File: config.mk
export PLATFORM = sky130hd
export DESIGN_NAME = sequencer_flat
export DESIGN_NICKNAME = d
export VERILOG_FILES = /design/src/rtl/instructions_pkg.sv /design/src/rtl/sequencer_if.sv /design/src/rtl/return_stack.sv /design/src/rtl/sequencer.sv /design/src/flat_wrapper.sv
export SDC_FILE = /design/constraint.sdc
export NUM_CORES = 1
export LEC_CHECK = 0
export CAP_MARGIN = 20
export CELL_PAD_IN_SITES_DETAIL_PLACEMENT = 1
export CELL_PAD_IN_SITES_GLOBAL_PLACEMENT = 2
export CORE_UTILIZATION = 42
export CTS_CLUSTER_DIAMETER = 200
export DETAILED_ROUTE_END_ITERATION = 6
export PLACE_DENSITY = 0.91
export REMOVE_ABC_BUFFERS = 1
export SYNTH_ARGS = -nofsm -noshare
export SYNTH_HDL_FRONTEND = slang
export SYNTH_SLANG_ARGS = --single-unit
File: constraint.sdc
create_clock -name clk -period 3.6 [get_ports clk]
set_input_delay 0.54 -clock clk [delete_from_list [all_inputs] [get_ports clk]]
set_output_delay 0.54 -clock clk [all_outputs]
set_load 0.02 [all_outputs]
File: src/rtl/instructions_pkg.sv
// Shared ICU instruction encoding plus sequencer sizing defaults and the
// program-word layout stored in program memory.
package instructions;

  localparam int PROG_ADDR_W_DEFAULT  = 8;
  localparam int RSTACK_DEPTH_DEFAULT = 4;

  typedef enum logic [3:0] {
    NOPO = 4'h0, LD   = 4'h1, LDC  = 4'h2, AND  = 4'h3,
    ANDC = 4'h4, OR   = 4'h5, ORC  = 4'h6, XNOR = 4'h7,
    STO  = 4'h8, STOC = 4'h9, IEN  = 4'hA, OEN  = 4'hB,
    JMP  = 4'hC, RTN  = 4'hD, SKZ  = 4'hE, NOPF = 4'hF
  } instruction_t;

  typedef struct packed {
    instruction_t                   opcode;
    logic [PROG_ADDR_W_DEFAULT-1:0] target;
  } prog_word_t;

  function automatic prog_word_t make_word(instruction_t op,
                                           logic [PROG_ADDR_W_DEFAULT-1:0] target);
    prog_word_t w;
    w.opcode = op;
    w.target = target;
    return w;
  endfunction

endpackage

File: src/rtl/sequencer_if.sv
// Program-memory bus and ICU request/acknowledge handshake seen by the sequencer.
interface sequencer_if
  import instructions::*;
#(
  parameter int ADDR_W = PROG_ADDR_W_DEFAULT
);
  logic [ADDR_W-1:0]   rom_addr;
  logic [ADDR_W+3:0]   rom_data;
  instruction_t        instruction;
  logic                req_next;
  logic                ack_next;
  logic                jmp;
  logic                rtn;
  logic                flag_f;

  modport master (
    output rom_addr, instruction, req_next,
    input  rom_data, ack_next, jmp, rtn, flag_f
  );

  modport slave (
    input  rom_addr, instruction, req_next,
    output rom_data, ack_next, jmp, rtn, flag_f
  );
endinterface

File: src/rtl/return_stack.sv
// LIFO of return addresses; pushes on full and pops on empty are ignored and
// the caller decides how to flag them.
module return_stack #(
  parameter int DEPTH = 4,
  parameter int W     = 8
) (
  input  logic         clk,
  input  logic         rst,
  input  logic         push,
  input  logic         pop,
  input  logic [W-1:0] push_data,
  output logic [W-1:0] data,
  output logic         full,
  output logic         empty
);
  localparam int CW = $clog2(DEPTH + 1);
  localparam int IW = (DEPTH > 1) ? $clog2(DEPTH) : 1;

  logic [W-1:0]  mem [DEPTH];
  logic [CW-1:0] count;
  logic [IW-1:0] top_idx;

  assign full    = (count == CW'(DEPTH));
  assign empty   = (count == '0);
  assign top_idx = IW'(count - CW'(1));
  assign data    = mem[top_idx];

  always_ff @(posedge clk or posedge rst) begin
    if (rst) begin
      count <= '0;
    end else if (push && !full) begin
      count <= count + CW'(1);
    end else if (pop && !empty) begin
      count <= count - CW'(1);
    end
  end

  // NOTE: storage is not reset; the count alone defines which entries are valid.
  always_ff @(posedge clk) begin
    if (push && !full) begin
      mem[IW'(count)] <= push_data;
    end
  end

endmodule

File: src/rtl/sequencer.sv
// Program sequencer for the ICU: fetches {opcode,target} words, runs the
// req/ack handshake and steers the pc from the ICU's jmp/rtn/flag_f results.
module sequencer
  import instructions::*;
#(
  parameter int PROG_ADDR_W  = PROG_ADDR_W_DEFAULT,
  parameter int RSTACK_DEPTH = RSTACK_DEPTH_DEFAULT
) (
  input  logic             clk,
  input  logic             rst,
  input  logic             run,
  sequencer_if.master      bus,
  output logic             halted,
  output logic             stack_err
);
  typedef enum logic [2:0] {
    IDLE, FETCH, ROMWAIT, ISSUE, EXEC, RELEASE, HALT
  } state_t;

  state_t                 state_q, state_d;
  logic [PROG_ADDR_W-1:0] pc_q, pc_d, pc_inc;
  logic [PROG_ADDR_W-1:0] target_q, rom_addr_q, stk_top;
  instruction_t           instr_q;
  logic                   flag_q, run_q, err_d;
  logic                   push, pop, stk_full, stk_empty;

  assign pc_inc = pc_q + PROG_ADDR_W'(1);

  return_stack #(
    .DEPTH (RSTACK_DEPTH),
    .W     (PROG_ADDR_W)
  ) u_stack (
    .clk       (clk),
    .rst       (rst),
    .push      (push),
    .pop       (pop),
    .push_data (pc_inc),
    .data      (stk_top),
    .full      (stk_full),
    .empty     (stk_empty)
  );

  // NOTE: every output of this block is defaulted first so no path can infer a latch.
  always_comb begin
    state_d = state_q;
    pc_d    = pc_q;
    push    = 1'b0;
    pop     = 1'b0;
    err_d   = stack_err;
    case (state_q)
      IDLE:    if (run) state_d = FETCH;
      FETCH:   state_d = ROMWAIT;
      ROMWAIT: state_d = ISSUE;
      ISSUE:   if (bus.ack_next) state_d = EXEC;
      EXEC: begin
        state_d = RELEASE;
        // jmp has priority over rtn; a jump is taken even if its return is lost
        if (bus.jmp) begin
          push = 1'b1;
          pc_d = target_q;
          if (stk_full) err_d = 1'b1;
        end else if (bus.rtn) begin
          if (stk_empty) begin
            pc_d  = pc_inc;
            err_d = 1'b1;
          end else begin
            pop  = 1'b1;
            pc_d = stk_top;
          end
        end else begin
          pc_d = pc_inc;
        end
      end
      RELEASE: begin
        if (!bus.ack_next) begin
          if (flag_q)   state_d = HALT;
          else if (run) state_d = FETCH;
          else          state_d = IDLE;
        end
      end
      HALT:    if (run && !run_q) state_d = FETCH;
      default: state_d = IDLE;
    endcase
  end

  // NOTE: all state uses non-blocking assignments so every register sees pre-edge values.
  always_ff @(posedge clk or posedge rst) begin
    if (rst) begin
      state_q    <= IDLE;
      pc_q       <= '0;
      rom_addr_q <= '0;
      instr_q    <= NOPO;
      target_q   <= '0;
      flag_q     <= 1'b0;
      run_q      <= 1'b0;
      stack_err  <= 1'b0;
    end else begin
      state_q   <= state_d;
      pc_q      <= pc_d;
      run_q     <= run;
      stack_err <= err_d;
      if (state_d == FETCH) rom_addr_q <= pc_q;
      if (state_q == ROMWAIT) begin
        instr_q  <= instruction_t'(bus.rom_data[PROG_ADDR_W +: 4]);
        target_q <= bus.rom_data[PROG_ADDR_W-1:0];
      end
      if (state_q == EXEC) flag_q <= bus.flag_f;
    end
  end

  assign bus.rom_addr    = rom_addr_q;
  assign bus.instruction = instr_q;
  assign bus.req_next    = (state_q == ISSUE) || (state_q == EXEC);
  assign halted          = (state_q == HALT);

endmodule

File: src/flat_wrapper.sv
// flat-port wrapper written by rule: the top's interface ports become plain ports
module sequencer_flat import instructions::*;
#(
  parameter int PROG_ADDR_W  = PROG_ADDR_W_DEFAULT,
  parameter int RSTACK_DEPTH = RSTACK_DEPTH_DEFAULT
)
  (clk, rst, run, halted, stack_err, bus_rom_addr, bus_instruction, bus_req_next, bus_rom_data, bus_ack_next, bus_jmp, bus_rtn, bus_flag_f);
  sequencer_if #(.ADDR_W((8))) bus_i ();
  input  logic clk;
  input  logic rst;
  input  logic run;
  output logic halted;
  output logic stack_err;
  output wire logic [$bits(bus_i.rom_addr)-1:0] bus_rom_addr;
  output wire logic [$bits(bus_i.instruction)-1:0] bus_instruction;
  output wire logic [$bits(bus_i.req_next)-1:0] bus_req_next;
  input wire logic [$bits(bus_i.rom_data)-1:0] bus_rom_data;
  input wire logic [$bits(bus_i.ack_next)-1:0] bus_ack_next;
  input wire logic [$bits(bus_i.jmp)-1:0] bus_jmp;
  input wire logic [$bits(bus_i.rtn)-1:0] bus_rtn;
  input wire logic [$bits(bus_i.flag_f)-1:0] bus_flag_f;
  assign bus_rom_addr = bus_i.rom_addr;
  assign bus_instruction = bus_i.instruction;
  assign bus_req_next = bus_i.req_next;
  assign bus_i.rom_data = bus_rom_data;
  assign bus_i.ack_next = bus_ack_next;
  assign bus_i.jmp = bus_jmp;
  assign bus_i.rtn = bus_rtn;
  assign bus_i.flag_f = bus_flag_f;
  sequencer #(.PROG_ADDR_W(PROG_ADDR_W), .RSTACK_DEPTH(RSTACK_DEPTH)) u_core (.clk(clk), .rst(rst), .run(run), .bus(bus_i), .halted(halted), .stack_err(stack_err));
endmodule
**Word level (Yosys, flattened, before mapping)**

Memories as Yosys holds them, arrays and structs flattened.
Index checks and enable logic that the tools add are counted.

- Memories kept: 1
- Memory bits (writable): 32
- Flip-flop bits (word level): 37

Memories:

| memory | depth | width | read ports | clocked after memory_dff | write ports | line | RTL |
|---|---|---|---|---|---|---|---|
| u_core.u_stack.mem | 4 | 8 | 1 | 0 | 1 | return_stack.sv:19 | `logic [W-1:0] mem [DEPTH];` |

- Reductions and logical operators: 13
- Multiplexer cells: 24
- Equal/unequal tests: 9
- Add/sub/neg operators: 3

Operators with widths:

| cell | number |
|---|---|
| $mux 8 | 3 |
| $mux 3 | 7 |
| $pmux 3 s7 | 1 |
| $mux 1 | 13 |
| $eq 3x3->1 const B | 4 |
| $add 8x1->8 const B | 1 |
| $eq 3x1->1 const B | 2 |
| $eq 3x2->1 const B | 2 |
| $logic_not 3->1 | 2 |
| $reduce_bool 2->1 | 3 |
| $reduce_and 4->1 | 1 |
| $add 3x1->3 const B | 1 |
| $logic_and 1x1->1 | 3 |
| $logic_not 1->1 | 3 |
| $sub 3x1->3 const B | 1 |
| $ne 2x1->1 const B | 1 |
| $logic_or 1x1->1 | 1 |

**Logic depth before layout (Yosys ltp)**

Gate-level depths: netlist (run 1).

- Depth in word-level cells: 8
- Depth in mapped cells: 9
- Depth with buffers taken out: 7

**Cells and area by module**

A second synthesis (run 1) with hierarchy kept.

- Cell total of the unflattened synthesis: 238
- Area, all modules: 3220.6 um^2

By module, submodules not included:

| module | seq. area each (um^2) | times used | area each (um^2) | cells an instance |
|---|---|---|---|---|
| sequencer | 850.8 | 1 | 1766.7 | 164 |
| return_stack | 1036.0 | 1 | 1453.9 | 74 |

**Worst setup path after synthesis (run 1)**

No wires, ideal clock.

- Path type: reg2reg
- Start point: reg u_core.u_stack.count[0]
- End point: mem u_core.u_stack.mem[0][0], enable pin
- Stages on the path, launching flop included: 6
- Data required time: 3.268 ns
- Slack: 1.694 ns
- Data arrival time: 1.574 ns
- Period minus slack after synthesis: 1.906 ns
- Setup time: 0.332 ns
- Cells stage by stage: dfrtp_1 buf_4 inv_1 ha_1 a21boi_1 and3_1

- Longest elaborated chain between the ends: 5

Ends and longest elaborated chain:

| element | line | RTL |
|---|---|---|
| start, declared | return_stack.sv:20 | `logic [CW-1:0] count;` |
| start signal, assigned | return_stack.sv:32 | `count <= count + CW'(1);` |
| start signal, assigned | return_stack.sv:34 | `count <= count - CW'(1);` |
| $eq 3x3->1 | return_stack.sv:23 | `assign full = (count == CW'(DEPTH));` |
| $logic_not 1->1 | return_stack.sv:40 | `if (push && !full) begin` |
| $logic_and 1x1->1 | return_stack.sv:40 |  |
| $mux 1 | return_stack.sv:40 |  |
| $mux 1 (not written as such) | return_stack.sv:41 | `mem[IW'(count)] <= push_data;` |
| end, declared | return_stack.sv:19 |  |

Several ways; a longest one is shown, not always the timed one.

**Worst setup path after layout (run 1)**

- Start point: reg u_core.state_q[0]
- End point: out bus_req_next

- Longest elaborated chain between the ends: 2
- Elaborated cells on any way between the ends: 3
- Classes of those cells: eq/ne: 2; reduce/logical: 1

Ends and longest elaborated chain:

| element | line | RTL |
|---|---|---|
| start, declared | sequencer.sv:20 | `state_t state_q, state_d;` |
| start signal, assigned | sequencer.sv:98 | `state_q <= state_d;` |
| $eq 3x2->1 / $eq 3x3->1 (equally long branches) | sequencer.sv:113 | `assign bus.req_next = (state_q == ISSUE) \|\| (state_q == EXEC);` |
| $logic_or 1x1->1 (*) | sequencer.sv:113 |  |
| end, declared | flat_wrapper.sv:16 | `output wire logic [$bits(bus_i.req_next)-1:0] bus_req_next;` |

Mark *: on every way between the ends. The rest lies on a longest branch, timed or not.

==> impl_metrics.tcl, run 1 <==
set metrics [dict create \
    critical_path_class "reg -> out" \
    worstPathArrival_ns 2.19 \
    yosys_register_bits 69 \
    synth_area_per_cell_um2 13.6 \
    cpMaxStageDelayCell "dfrtp_1" \
    cts.sinks 69 \
    grt_pass1_vias 2161 \
    final_max_slew_viol_count 0 \
    vias_per_cell 5.42 \
    status "finished, final reports clean" \
    io_pins 34 \
    cts_buffer_depth 2 \
    syn_to_final_growth_pct 20.8 \
    final_hold_viol_count 0 \
    postCtsSetupRepairBufs 0 \
    clk_pin_slew_ns 0.08 \
    max_cap_violations 0 \
    gp_congestion 0.801 \
    place_hpwl_um 5250 \
    ys.warnings.count 0 \
    nNetsFinal 297 \
    drc 0 \
    grt_max_degree 38 \
    hold_buffers 0 \
    cts_tree "built" \
    io_buffers 33 \
    antenna_found_initial 0 \
    cts_resized 0 \
    final_cell_area_mm2 0.00387 \
    place_inst 359 \
    cp_max_fo 13 \
    drt_iter0_markers 89 \
    coreArea_mm2 0.00733 \
    power_leakage_nw 1.52 \
    start_util 0.437 \
    finalSetupViolations 0 \
    n_antenna_cell 0 \
    met1_usage 0.272 \
    root_buffer "clkbuf_8" \
    cp-start-kind "register" \
    synth_cell_types 41 \
    placed_area_mm2 0.00362 \
    r2r_slack_ns 1.30 \
    vias 2039 \
    grt_pass1_wl_um 11600 \
    met2_usage 0.333 \
    ctsHtreeMaxLevel 3 \
    p_per_area_mw_per_mm2 922 \
    postRouteAntennaNets 0 \
    endpoint_kind "primary output" \
    rsz0062_at_grt "no" \
    period_needed_ns 2.73 \
    fp.dieW_um 89.3 \
    grt_use_met3 0.0379 \
    grt_use_total 0.203 \
    overflow 0 \
    min_period_over_period 0.758 \
    fin_cells 376 \
    insertion_delay_ns 0.34 \
    die_area_mm2 0.00798 \
    worstPathRequired_ns 3.06 \
    cts-buffers-inserted 9 \
    fmax_mhz 366 \
    grt-busiest-layer "met2" \
    fin_setup_tns_ns 0 \
    max_stage_delay_ns 0.58 \
    dr.pass1.iters 4 \
    vdd_drop_max_mv 0.458 \
    final_cell_mix "37 x dfrtp_1, 33 x clkdlybuf4s50_1, 32 x edfxtp_1, 13 x nand2_1" \
    layout_commonest_cell "dfrtp_1" \
    postRouteWirelength_um 7140 \
    wl_per_cell_um 19.0 \
    row_count 31 \
    yosysSeqAreaShare 0.589 \
    skew_ns 0.00829 \
    path_cells "and2b_1, nand2b_1, nand2_1, clkdlybuf4s50_1" \
    netlist_instances 236 \
    hp-class "reg -> reg" \
    tightest_slew_ns 0.827 \
    slew_headroom 0.446 \
    syn_area_mm2 0.00320 \
    drive_gt1_frac 0.191 \
    die_h_um 89.3 \
]
## power breakdown
| group | leakage [nW] | internal (W) | switching, W |
|---|---|---|---|
| Combinational | 0.673 | 0.000725 | 0.000730 |
| Clock | 0.116 | 0.000463 | 0.000310 |
| Sequential | 0.730 | 0.00112 | 0.000217 |
## layer usage
metal	share of wire	routed length, um
met1	0.44	3140
met2	0.50	3580
met3	0.042	299
met4	0.016	116
met5	0	0
## cell families after synthesis
family | after synthesis | synth area share
and+or+nand+nor | 61 | 0.0957
buffers and inverters | 19 | 0.0301
muxes | 33 | 0.152
DFF | 69 | 0.589
adders and majority gates | 6 | 0.0234
xor gates and xnor gates | 8 | 0.0219
AOI/OAI and AO/OA | 40 | 0.0886
## synth_stat cells (all sizes together)
cell / instances / area share
a211o: 1 / 0.0027
a21boi: 1 / 0.0023
a21oi: 8 / 0.012
a22o: 2 / 0.0055
a22oi: 2 / 0.0047
a2bb2oi: 1 / 0.0027
a311o: 1 / 0.0035
a311oi: 1 / 0.0027
a31o: 1 / 0.0027
and2: 2 / 0.0039
and2b: 1 / 0.0023
and3: 6 / 0.012
buf: 8 / 0.017
clkbuf: 4 / 0.0047
dfrtp: 37 / 0.29
edfxtp: 32 / 0.30
ha: 6 / 0.023
inv: 7 / 0.0082
mux2: 20 / 0.080
mux2i: 5 / 0.016
mux4: 8 / 0.056
nand2: 13 / 0.015
nand2b: 9 / 0.018
nand3: 7 / 0.011
nor2: 13 / 0.016
nor2b: 6 / 0.012
nor3: 4 / 0.0062
o2111ai: 1 / 0.0082
o211ai: 2 / 0.0047
o21ai: 12 / 0.019
o22ai: 2 / 0.0039
o2bb2ai: 1 / 0.0027
o31ai: 2 / 0.0047
o41a: 1 / 0.0035
o41ai: 1 / 0.0027
xnor2: 4 / 0.011
xor2: 4 / 0.011
## metrics by stage
stage / utilization / hold WS, ns / total power [W] / setup WS [ns]
final: 0.528 / 0.483 / 0.00357 / 0.871
after global routing: 0.528 / 0.494 / 0.00378 / 0.714
after CTS: 0.527 / 0.482 / 0.00360 / 0.867
after detailed placement: 0.493 / 0.459 / 0.00281 / 0.876
after global placement: 0.493 / 0.460 / 0.00276 / 0.972
after floorplan: - / 0.473 / 0.00229 / 1.29
## final timing paths
path                                                   start                                 end  cells past startpoint
min in group asynchronous                                rst      u_core.target_q[0]$_DFFE_PP0P_                      3
worst max register to register   u_core.state_q[2]$_DFF_PP0_  u_core.u_stack.mem[3][1]$_DFFE_PP_                      3
worst min-delay path            u_core.stack_err$_DFFE_PP0P_        u_core.stack_err$_DFFE_PP0P_                      1
max in group asynchronous                                rst              u_core.run_q$_DFF_PP0_                      3
worst max-delay path             u_core.state_q[0]$_DFF_PP0_                        bus_req_next                      4
worst min register to register  u_core.stack_err$_DFFE_PP0P_        u_core.stack_err$_DFFE_PP0P_                      1
## registers in the layout, indices dropped and copies added, names as in the netlist
name / flops
u_core.state_q: 3
u_core.run_q: 1
u_core.u_stack.mem: 32
u_core.u_stack.count: 3
u_core.stack_err: 1
u_core.target_q: 8
u_core.pc_q: 8
u_core.flag_q: 1
u_core.bus.instruction: 4
u_core.bus.rom_addr: 8
## area by class of cell
type | instances | area, um^2
fillers | 729 | 3460
flip-flops and latches | 69 | 1890
multi-input cells | 148 | 1230
repair buffers | 37 | 360
clock buffers | 9 | 124
well taps | 99 | 124
clock inverters | 7 | 123
inverters | 7 | 26.3
## worst max-delay path, delay by kind of cell (launching register included)
family | cells | cell delay [ns]
buffers and inverters | 1 | 0.55
DFF | 1 | 0.58
and+or+nand+nor | 3 | 0.72
(Power assumes the default switching activity.)
==> inputs of run 2 (changes only) <==
- CORE_UTILIZATION: 42 -> 35
- PLACE_DENSITY: 0.91 -> 0.81
- clock period: 3.6 -> 2.3 ns (I/O delays scaled with it)
==> run 2 against run 1 <==
  * The flow now finishes with violations (design-rule violations)
  * Worst setup slack worse by 0.74 ns
  * Register-to-register slack lost 0.94 ns
  * Sequential power increased by 57%
  * Non-clock buffer count is 4 higher
  * Sequential cell count stayed put
  * Sequential share of layout area rose by 0.14 points
  * Clock-buffer cell count increased by 3
  * Critical path depth fell by 1
  * Wire length shrank 5.9%
  * Power is 49% higher
  * Critical endpoint is now halted
==> impl_metrics.tcl, run 2 (synthesized netlist as in run 1, its figures left out) <==
set metrics [dict create \
    status "finished with violations" \
    violations "design-rule violations" \
    postCtsSetupRepairBufs 0 \
    die_area_mm2 0.00954 \
    max_cap_violations 0 \
    drc 7 \
    start_util 0.364 \
    vias_per_cell 5.13 \
    max_stage_delay_ns 0.61 \
    io_pins 34 \
    insertion_delay_ns 0.34 \
    overflow 0 \
    cp-start-kind "register" \
    period_needed_ns 2.17 \
    gp_congestion 0.783 \
    row_count 34 \
    crit_buf_inv 1 \
    die_h_um 97.7 \
    grt_max_degree 38 \
    power_leakage_nw 1.52 \
    cp_max_fo 8 \
    hold_buffers 0 \
    worstPathArrival_ns 1.83 \
    drt_iter0_markers 77 \
    grt_pass1_wl_um 11400 \
    placed_area_mm2 0.00368 \
    critical_path_class "reg -> out" \
    clk_pin_slew_ns 0.07 \
    r2r_slack_ns 0.36 \
    syn_to_final_growth_pct 20.6 \
    top_register "u_core.u_stack.mem" \
    min_period_over_period 0.945 \
    finalSetupViolations 0 \
    postRouteWirelength_um 6720 \
    vdd_drop_max_mv 0.518 \
    coreArea_mm2 0.00881 \
    final_cell_area_mm2 0.00386 \
    worstPathRequired_ns 1.96 \
    r2r.worst_path.cells 4 \
    place_hpwl_um 4900 \
    worst_slack_ns 0.127 \
    cpMaxStageDelayCell "clkdlybuf4s50_1" \
    tightest_slew_ns 0.473 \
    grt_use_total 0.158 \
    wl_per_cell_um 17.3 \
    n_fill_cell 914 \
    layout_commonest_cell "dfrtp_1" \
    root_buffer "clkbuf_8" \
    slew_headroom 0.685 \
    rsz0062_at_grt "no" \
    ctsHtreeMaxLevel 3 \
    reg2reg_from "u_core.u_stack.count[1]$_DFFE_PP0P_" \
    worst_r2r_endpoint "u_core.u_stack.mem[3][1]$_DFFE_PP_" \
    final_max_slew_viol_count 0 \
    cts_buffer_depth 2 \
    final_cell_mix "35 x dfrtp_1, 33 x clkdlybuf4s50_1, 32 x edfxtp_1, 13 x nand2_1" \
    endpoint_kind "primary output" \
    drive_gt1_frac 0.203 \
    dp_slack_ns 0.157 \
    n_antenna_cell 0 \
    cts_tree "built" \
    antenna_found_initial 0 \
    cts-buffers-inserted 9 \
    vias 1995 \
    final_hold_viol_count 0 \
    nNetsFinal 301 \
    postRouteAntennaNets 0 \
    fmax_mhz 460 \
    path_delay_family "buffers and inverters" \
    grt_pass1_vias 2180 \
    dr.pass1.iters 6 \
    path_cells "and2b_1, and2_1, clkdlybuf4s50_1" \
    p_total_w 0.00533 \
    p_per_area_mw_per_mm2 1380 \
    io_buffers 33 \
    largest_reg_flops 32 \
    skew_ns 0.00739 \
    fp.dieW_um 97.7 \
    hold-worst-slack_ns 0.422 \
    hp-class "in -> async" \
    cts.sinks 69 \
]
-- run 2: how the worst max path moves through the flow --
stage | to | slack (ns) | from | cells past startpoint
6_report | halted | 0.13 | u_core.state_q[2]$_DFF_PP0_ | 3
3_5_place_dp | u_core.bus.rom_addr[3]$_DFFE_PP0N_ | 0.16 | bus_ack_next | 6
5_1_grt | halted | 0.0009 | u_core.state_q[2]$_DFF_PP0_ | 3
4_1_cts | halted | 0.03 | u_core.state_q[0]$_DFF_PP0_ | 3
2_1_floorplan | u_core.u_stack.mem[0][0]$_DFFE_PP_ | -0.01 | u_core.state_q[2]$_DFF_PP0_ | 3
3_3_place_gp | u_core.bus.rom_addr[2]$_DFFE_PP0N_ | 0.20 | bus_ack_next | 6
-- run 2: what timing repair did --
item,CTS,global route
endpoints found under the hold margin,0,0
resized for setup,0,3
endpoints found under the setup margin,0,2
-- run 2: cell type report --
class	instances	area, um^2	area share
Inverter	7	26.3	0.00680
Sequential cell	69	1890	0.489
Tap cell	108	135	0.0350
Clock inverter	4	48.8	0.0126
Multi-Input combinational cell	148	1230	0.317
Clock buffer	12	135	0.0350
Timing Repair Buffer	41	403	0.104
-- run 2: per-stage QoR --
| step | utilization | setup TNS (ns) | std cells |
|---|---|---|---|
| after CTS | 0.438 | 0 | 389 |
| after global routing | 0.439 | 0 | 389 |
| final | 0.439 | 0 | 389 |
| after floorplan | - | -0.477 | 224 |
| after detailed placement | 0.418 | 0 | 373 |
| after global placement | 0.418 | 0 | 373 |
-- run 2: routing by layer --
| layer | track usage | part of all wire | vias to the layer above |
|---|---|---|---|
| met1 | 0.208 | 0.47 | 1011 |
| met3 | 0.0417 | 0.033 | 5 |
| li1 | - | - | 946 |
| met2 | 0.252 | 0.48 | 33 |
| met4 | 0.0559 | 0.013 | 0 |
| met5 | 0 | 0 | - |
-- run 2: worst min-delay path, stage by stage --
cell	delay, ns
clkdlybuf4s50_1	0.40
inv_1	0.05
buf_4	0.40
-- run 2: power by group --
part           switching, W  internal, W  total [W]
logic               0.00111      0.00118    0.00229
clock network      0.000435     0.000500   0.000935
registers          0.000347      0.00176    0.00211
total               0.00189      0.00344    0.00533
